==> config.mk <==
export PLATFORM = sky130hd
export DESIGN_NAME = brq_lsu_split
export DESIGN_NICKNAME = d
export VERILOG_FILES = /design/src/rtl/brq_lsu_split.sv
export SDC_FILE = /design/constraint.sdc
export NUM_CORES = 1
export LEC_CHECK = 0
export ABC_AREA = 1
export BUFFER_PORTS_ARGS = -buffer_cell sky130_fd_sc_hd__buf_2
export CORE_MARGIN = 5
export CORE_UTILIZATION = 38
export DETAILED_ROUTE_END_ITERATION = 8
export SYNTH_ARGS = -nofsm -noshare
export SYNTH_HDL_FRONTEND = slang
export SYNTH_SLANG_ARGS = --single-unit
==> constraint.sdc <==
create_clock -name clk_i -period 5.1 [get_ports clk_i]
set_input_delay 0.255 -clock clk_i [delete_from_list [all_inputs] [get_ports clk_i]]
set_output_delay 0.255 -clock clk_i [all_outputs]
set_load 0.02 [all_outputs]
==> src/rtl/brq_lsu_split.sv <==
// brq_lsu_split: load/store unit driving a req/gnt/rvalid data bus, one access at a time.
// BRQ_LSU_MISALIGNED_EN splits misaligned accesses in two; otherwise they complete with an error.
module brq_lsu_split #(
    parameter int DataWidth = 32
) (
    input  logic                 clk_i,
    input  logic                 rst_ni,
    input  logic                 lsu_req_i,
    input  logic                 lsu_we_i,
    input  logic [1:0]           lsu_type_i,
    input  logic                 lsu_sign_ext_i,
    input  logic [31:0]          lsu_addr_i,
    input  logic [DataWidth-1:0] lsu_wdata_i,
    output logic                 lsu_ready_o,
    output logic                 lsu_busy_o,
    output logic                 data_req_o,
    input  logic                 data_gnt_i,
    output logic [31:0]          data_addr_o,
    output logic                 data_we_o,
    output logic [3:0]           data_be_o,
    output logic [DataWidth-1:0] data_wdata_o,
    input  logic                 data_rvalid_i,
    input  logic                 data_err_i,
    input  logic [DataWidth-1:0] data_rdata_i,
    output logic [DataWidth-1:0] lsu_rdata_o,
    output logic                 lsu_rdata_we_o,
    output logic                 lsu_resp_valid_o,
    output logic                 lsu_resp_err_o,
    output logic [31:0]          lsu_addr_last_o
);
    typedef enum logic [2:0] {
        IDLE,
        WAIT_GNT,
        WAIT_RVALID,
`ifdef BRQ_LSU_MISALIGNED_EN
        WAIT_GNT_2,
        WAIT_RVALID_2
`else
        ERR
`endif
    } state_e;

    state_e                 state_q, state_d;
    logic [31:0]            addr_q, addr_last_q, cur_addr;
    logic [1:0]             type_q, cur_type, off;
    logic                   sign_q, we_q, misal_q;
    logic [DataWidth-1:0]   wdata_q, rdata_q, cur_wdata, rdata1, ext;
    logic [2*DataWidth-1:0] wrot, raw;
    logic [3:0]             base_mask;
    logic [7:0]             be8;
    logic                   idle, accept, misal_in, gnt2, rv2, second, fin, err_st;

`ifdef BRQ_LSU_MISALIGNED_EN
    localparam bit SplitEn = 1'b1;
    assign gnt2   = state_q == WAIT_GNT_2;
    assign rv2    = state_q == WAIT_RVALID_2;
    assign err_st = 1'b0;
`else
    localparam bit SplitEn = 1'b0;
    assign gnt2   = 1'b0;
    assign rv2    = 1'b0;
    assign err_st = state_q == ERR;
`endif

    // In IDLE the bus fields come straight from ID/EX so the request goes out in the accept cycle
    assign idle      = state_q == IDLE;
    assign accept    = idle && lsu_req_i;
    assign second    = gnt2 || rv2;
    assign cur_addr  = idle ? lsu_addr_i : addr_q;
    assign cur_type  = idle ? lsu_type_i : type_q;
    assign cur_wdata = idle ? lsu_wdata_i : wdata_q;
    assign off       = cur_addr[1:0];
    assign base_mask = cur_type == 2'b10 ? 4'b0001 : cur_type == 2'b01 ? 4'b0011 : 4'b1111;
    assign be8       = {4'b0000, base_mask} << off;
    assign misal_in  = |be8[7:4];
    assign wrot      = {cur_wdata, cur_wdata} << {off, 3'b000};

    assign lsu_ready_o  = idle;
    assign lsu_busy_o   = !idle;
    assign data_req_o   = (accept && (SplitEn || !misal_in)) || state_q == WAIT_GNT || gnt2;
    assign data_addr_o  = {cur_addr[31:2], 2'b00} + (second ? 32'd4 : 32'd0);
    assign data_be_o    = second ? be8[7:4] : be8[3:0];
    assign data_we_o    = idle ? lsu_we_i : we_q;
    assign data_wdata_o = wrot[2*DataWidth-1:DataWidth];

    assign fin    = data_rvalid_i && ((state_q == WAIT_RVALID && (data_err_i || !misal_q)) || rv2);
    assign rdata1 = rv2 ? rdata_q : data_rdata_i;
    assign raw    = {data_rdata_i, rdata1} >> {off, 3'b000};
    assign ext    = type_q == 2'b10 ? {{24{sign_q && raw[7]}}, raw[7:0]} :
                    type_q == 2'b01 ? {{16{sign_q && raw[15]}}, raw[15:0]} : raw[DataWidth-1:0];

    assign lsu_resp_valid_o = fin || err_st;
    assign lsu_resp_err_o   = (fin && data_err_i) || err_st;
    assign lsu_rdata_we_o   = fin && !data_err_i && !we_q;
    assign lsu_rdata_o      = lsu_rdata_we_o ? ext : '0;
    assign lsu_addr_last_o  = addr_last_q;

    always_comb begin
        state_d = state_q;
        case (state_q)
            IDLE:          if (lsu_req_i) state_d = data_gnt_i ? WAIT_RVALID : WAIT_GNT;
            WAIT_GNT:      if (data_gnt_i) state_d = WAIT_RVALID;
`ifdef BRQ_LSU_MISALIGNED_EN
            WAIT_RVALID:   if (data_rvalid_i) state_d = fin ? IDLE : WAIT_GNT_2;
            WAIT_GNT_2:    if (data_gnt_i) state_d = WAIT_RVALID_2;
            WAIT_RVALID_2: if (data_rvalid_i) state_d = IDLE;
`else
            WAIT_RVALID:   if (data_rvalid_i) state_d = IDLE;
`endif
            default:       state_d = IDLE;
        endcase
`ifndef BRQ_LSU_MISALIGNED_EN
        if (accept && misal_in) state_d = ERR;
`endif
    end

    always_ff @(posedge clk_i or negedge rst_ni) begin
        if (!rst_ni) begin
            state_q     <= IDLE;
            addr_q      <= '0;
            type_q      <= '0;
            sign_q      <= 1'b0;
            we_q        <= 1'b0;
            misal_q     <= 1'b0;
            wdata_q     <= '0;
            rdata_q     <= '0;
            addr_last_q <= '0;
        end else begin
            state_q <= state_d;
            if (accept) begin
                addr_q  <= lsu_addr_i;
                type_q  <= lsu_type_i;
                sign_q  <= lsu_sign_ext_i;
                we_q    <= lsu_we_i;
                misal_q <= misal_in;
                wdata_q <= lsu_wdata_i;
            end
            if (state_q == WAIT_RVALID && data_rvalid_i) rdata_q <= data_rdata_i;
            if (data_req_o && data_gnt_i) addr_last_q <= data_addr_o;
            else if (accept && misal_in && !SplitEn) addr_last_q <= lsu_addr_i;
        end
    end
endmodule
==> summary.txt <==
Die
  – Initial Util: 0.3894
  – Std-Cell Rows: 48
  – Die Height: 143.4 um
  – Die W: 143.4 um
  – Core area: 17,360 sq um
  – Ports: 245
  – Die area: slightly above 20,000 sq um

Global route
  – GRT overflow: 0
  – Antenna violations before repair: 1
  – First-pass GRT wire length: around 34,000 um
  – Most Crowded Layer GR: met2
  – Vias in the first global route: 6,671
  – Total global-route track usage: 0.2038
  – GR Layer Usage met2: 0.3187
  – Met1 GRT Util: 0.2901
  – Largest net degree at the start of global routing: between 70 and 80
  – GR met3 Demand/Resource: 0.03627

Place
  – Dpl hpwl: 15,450 um
  – PortBufs: about 240
  – Area after DPL: 8003 sq um
  – GP Congestion: 0.8663

Setup path
  – Startpoint of the lowest-slack register-to-register path: state_q[0]
  – Max Fanout on Critical Path: 67
  – WP data required: 4.85 ns
  – CP delay by family, top: buffers and inverters
  – CP Launch Type: flop
  – Worst Setup SP: state_q[0]
  – Worst-path cell chain: nor2_4 > buf_4 > o21ai_0 > ha_1 > inv_1 > nand3_1 > nand3_1 > nand2_1 > buf_2
  – CP endpoint kind: output pin
  – Most used cell, CP: nand3_1
  – Critical path class: reg -> out
  – Arrival time at the worst endpoint: 3.09 ns
  – Crit-path max cell delay: 0.50 ns
  – Slowest cell on crit path: buf_4
  – Worst R2R Setup Slack: 2.00 ns
  – Worst Path Buf+Inv: 3

Power
  – Logic pwr share: 0.686
  – Total power: 6.578 mW
  – Switching share of power: 0.5651
  – Psw: 3.717 mW
  – Internal: 2.861 mW
  – Leak Pwr: roughly 4.6 nW
  – Maximum vdd drop: 0.6103 mV
  – Clock power share: 0.100
  – Flop pwr share: 0.214
  – PD cells: 793.7 nW/um^2

Synthesis
  – Cell count after synthesis: 1,071
  – Register area share after synthesis: 0.3813
  – Synth warn: 0
  – Syn Area/Cell: 6.311 sq um
  – Unique cell type count in the Yosys netlist: 27
  – Synth Cell Area: just under 7000 sq um
  – Synthesized flop and latch total: 103

Min path
  – Min-Delay Path Class: in -> reg
  – Min-delay src: lsu_sign_ext_i

STA
  – Crit share post-route: 0.6568
  – Clk_skew: 0.01236 ns
  – F_max: roughly 300 MHz
  – Fin Setup TNS: 0 ns
  – Final worst path period need: 3.350 ns
  – Final Hold Fails: 0
  – Unrepaired setup endpoints after global routing: no
  – Worst Tran Pin Value: 0.9959 ns
  – Slew headroom: 0.3336
  – Setup violators final: 0
  – Pins Over Slew Limit: 0

Detailed routing
  – Final wirelength: 21,400 um
  – Drt first-iter violations: 545
  – Remaining DRCs: 0
  – WL/cell: 14.35 um
  – Antenna viol nets, final: 0
  – DR vias/cell: just under 5
  – First-pass detailed-route iteration total: 5
  – Via count: 7,276

Clocking
  – CTS Buffer Depth: 2
  – CTS Sinks: around 100
  – Setup bufs post-CTS: 0
  – Post-CTS sizing: 0
  – Inserted Clock Buffers: 9
  – CTS H-tree depth: 3
  – Clk Latency, worst-skew pair: 0.35 ns
  – Clk slew on worst S/H paths: about 0.06 ns
  – Root Driver: clkbuf_16
  – CTS tree: yes

Cells and area
  – Number of diodes: 0
  – Commonest non-fill, non-tap cells in the layout: nand2_1 (349), buf_2 (241), o21ai_0 (231), inv_1 (129), dfrtp_1 (103)
  – Multi-input combinational cell area: 3366 sq um
  – Layout cell share with drive strength beyond 1: 0.2196
  – Area Overhead vs Synth: 22.62%
  – Fillers: 1,857
  – Seq. cell area: 2577 sq um
  – Post-route cell area: 8288 sq um
  – Leading cell type in the layout, fill and taps excluded: nand2_1
  – Nets: roughly 1,400

Job
  – Max Cap Violations: 0

Outcome
  – Status: completed
state kept, by name, summed over array words and instances (netlist names):
name and cells:
addr_q 32, lsu_addr_last_o 32, wdata_q 32, state_q 2, type_q 2, misal_q 1, sign_q 1, we_q 1
synthesized netlist by cell type:
library cell | instances | share of area
inv_1 | 129 | 0.072
nand2_2 | 4 | 0.0037
nand2_1 | 351 | 0.19
inv_2 | 2 | 0.0011
conb_1 | 1 | 0.00055
o211ai_1 | 1 | 0.0011
nand3_1 | 77 | 0.057
o22ai_1 | 1 | 0.00093
a21oi_1 | 22 | 0.016
o21ai_1 | 10 | 0.0074
nor3_1 | 3 | 0.0022
clkbuf_1 | 38 | 0.021
buf_6 | 1 | 0.0017
a211oi_1 | 1 | 0.0011
o21ai_0 | 231 | 0.17
clkinv_1 | 1 | 0.00055
a31oi_1 | 1 | 0.00093
buf_1 | 4 | 0.0022
nand3_4 | 1 | 0.0026
ha_1 | 1 | 0.0019
dfrtp_1 | 103 | 0.38
nor2_1 | 54 | 0.030
buf_2 | 24 | 0.018
buf_4 | 6 | 0.0067
nor3_2 | 1 | 0.0015
and3_1 | 1 | 0.00093
nor2_2 | 2 | 0.0019
path summary, 6_finish.rpt:
path,endpoint,cells past startpoint
min in group asynchronous,lsu_addr_last_o[21],2
worst min-delay path,sign_q,3
worst max register to register,lsu_addr_last_o[1],11
worst max-delay path,data_req_o,9
max in group asynchronous,addr_q[1],3
worst min register to register,lsu_addr_last_o[6],2
power groups by stage:
stage | Combinational, mW | Sequential, mW | Clock, mW
after floorplan | 3.13 | 1.50 | 0
after global placement | 4.49 | 1.42 | 0
after detailed placement | 4.54 | 1.41 | 0
after CTS | 4.55 | 1.40 | 0.682
after global routing | 5.10 | 1.45 | 0.711
final | 4.51 | 1.40 | 0.659
cell type report:
class                           instances  share of cell area
Multi-Input combinational cell        764              0.4061
Sequential cell                       103              0.3110
Timing Repair Buffer                  252              0.1558
Inverter                              132             0.05993
Tap cell                              225             0.03397
Clock buffer                           11             0.02929
Clock inverter                          4            0.003925
metal layers:
metal	routed length [um]	share of wire	vias up
met1	9897	0.46	3219
li1	-	-	3771
met4	318	0.015	2
met3	1646	0.077	24
met5	8	0.00037	-
met2	9526	0.45	260
what timing repair did:
| action | CTS | global route |
|---|---|---|
| hold buffers | 1 | 0 |
| hold endpoints to repair | 9 | 0 |
| setup endpoints to repair | 0 | 0 |
stage by stage:
stage,std cells,setup WS (ns),hold slack (ns),utilization
floorplan,1072,2.805,-0.04059,-
global placement,1475,2.042,0.3830,0.4611
detailed placement,1475,1.974,0.3783,0.4611
CTS,1491,1.709,0.1094,0.4775
global route,1491,1.476,0.1148,0.4775
finish,1491,1.750,0.1186,0.4775
cells by family (layout without fill, tap and decap cells):
family,Yosys count,count (layout),share of synthesized area
AOI/OAI and AO/OA,267,267,0.1988
adders and majority gates,1,1,0.001851
buffers and inverters,205,399,0.1227
DFF,103,103,0.3813
other,1,2,0.0005548
and+or+nand+nor,494,494,0.2947
worst reg2reg max path, stage by stage, from the launching register on:
cell	delay (ns)
dfrtp_1	0.46
nor2_4	0.22
buf_4	0.50
o21ai_0	0.18
ha_1	0.34
nand2_1	0.09
nand3_1	0.07
nand2_1	0.57
buf_4	0.34
nand2_1	0.09
nand2_1	0.10
inv_1	0.04
Power figures use the tool's default switching activity.
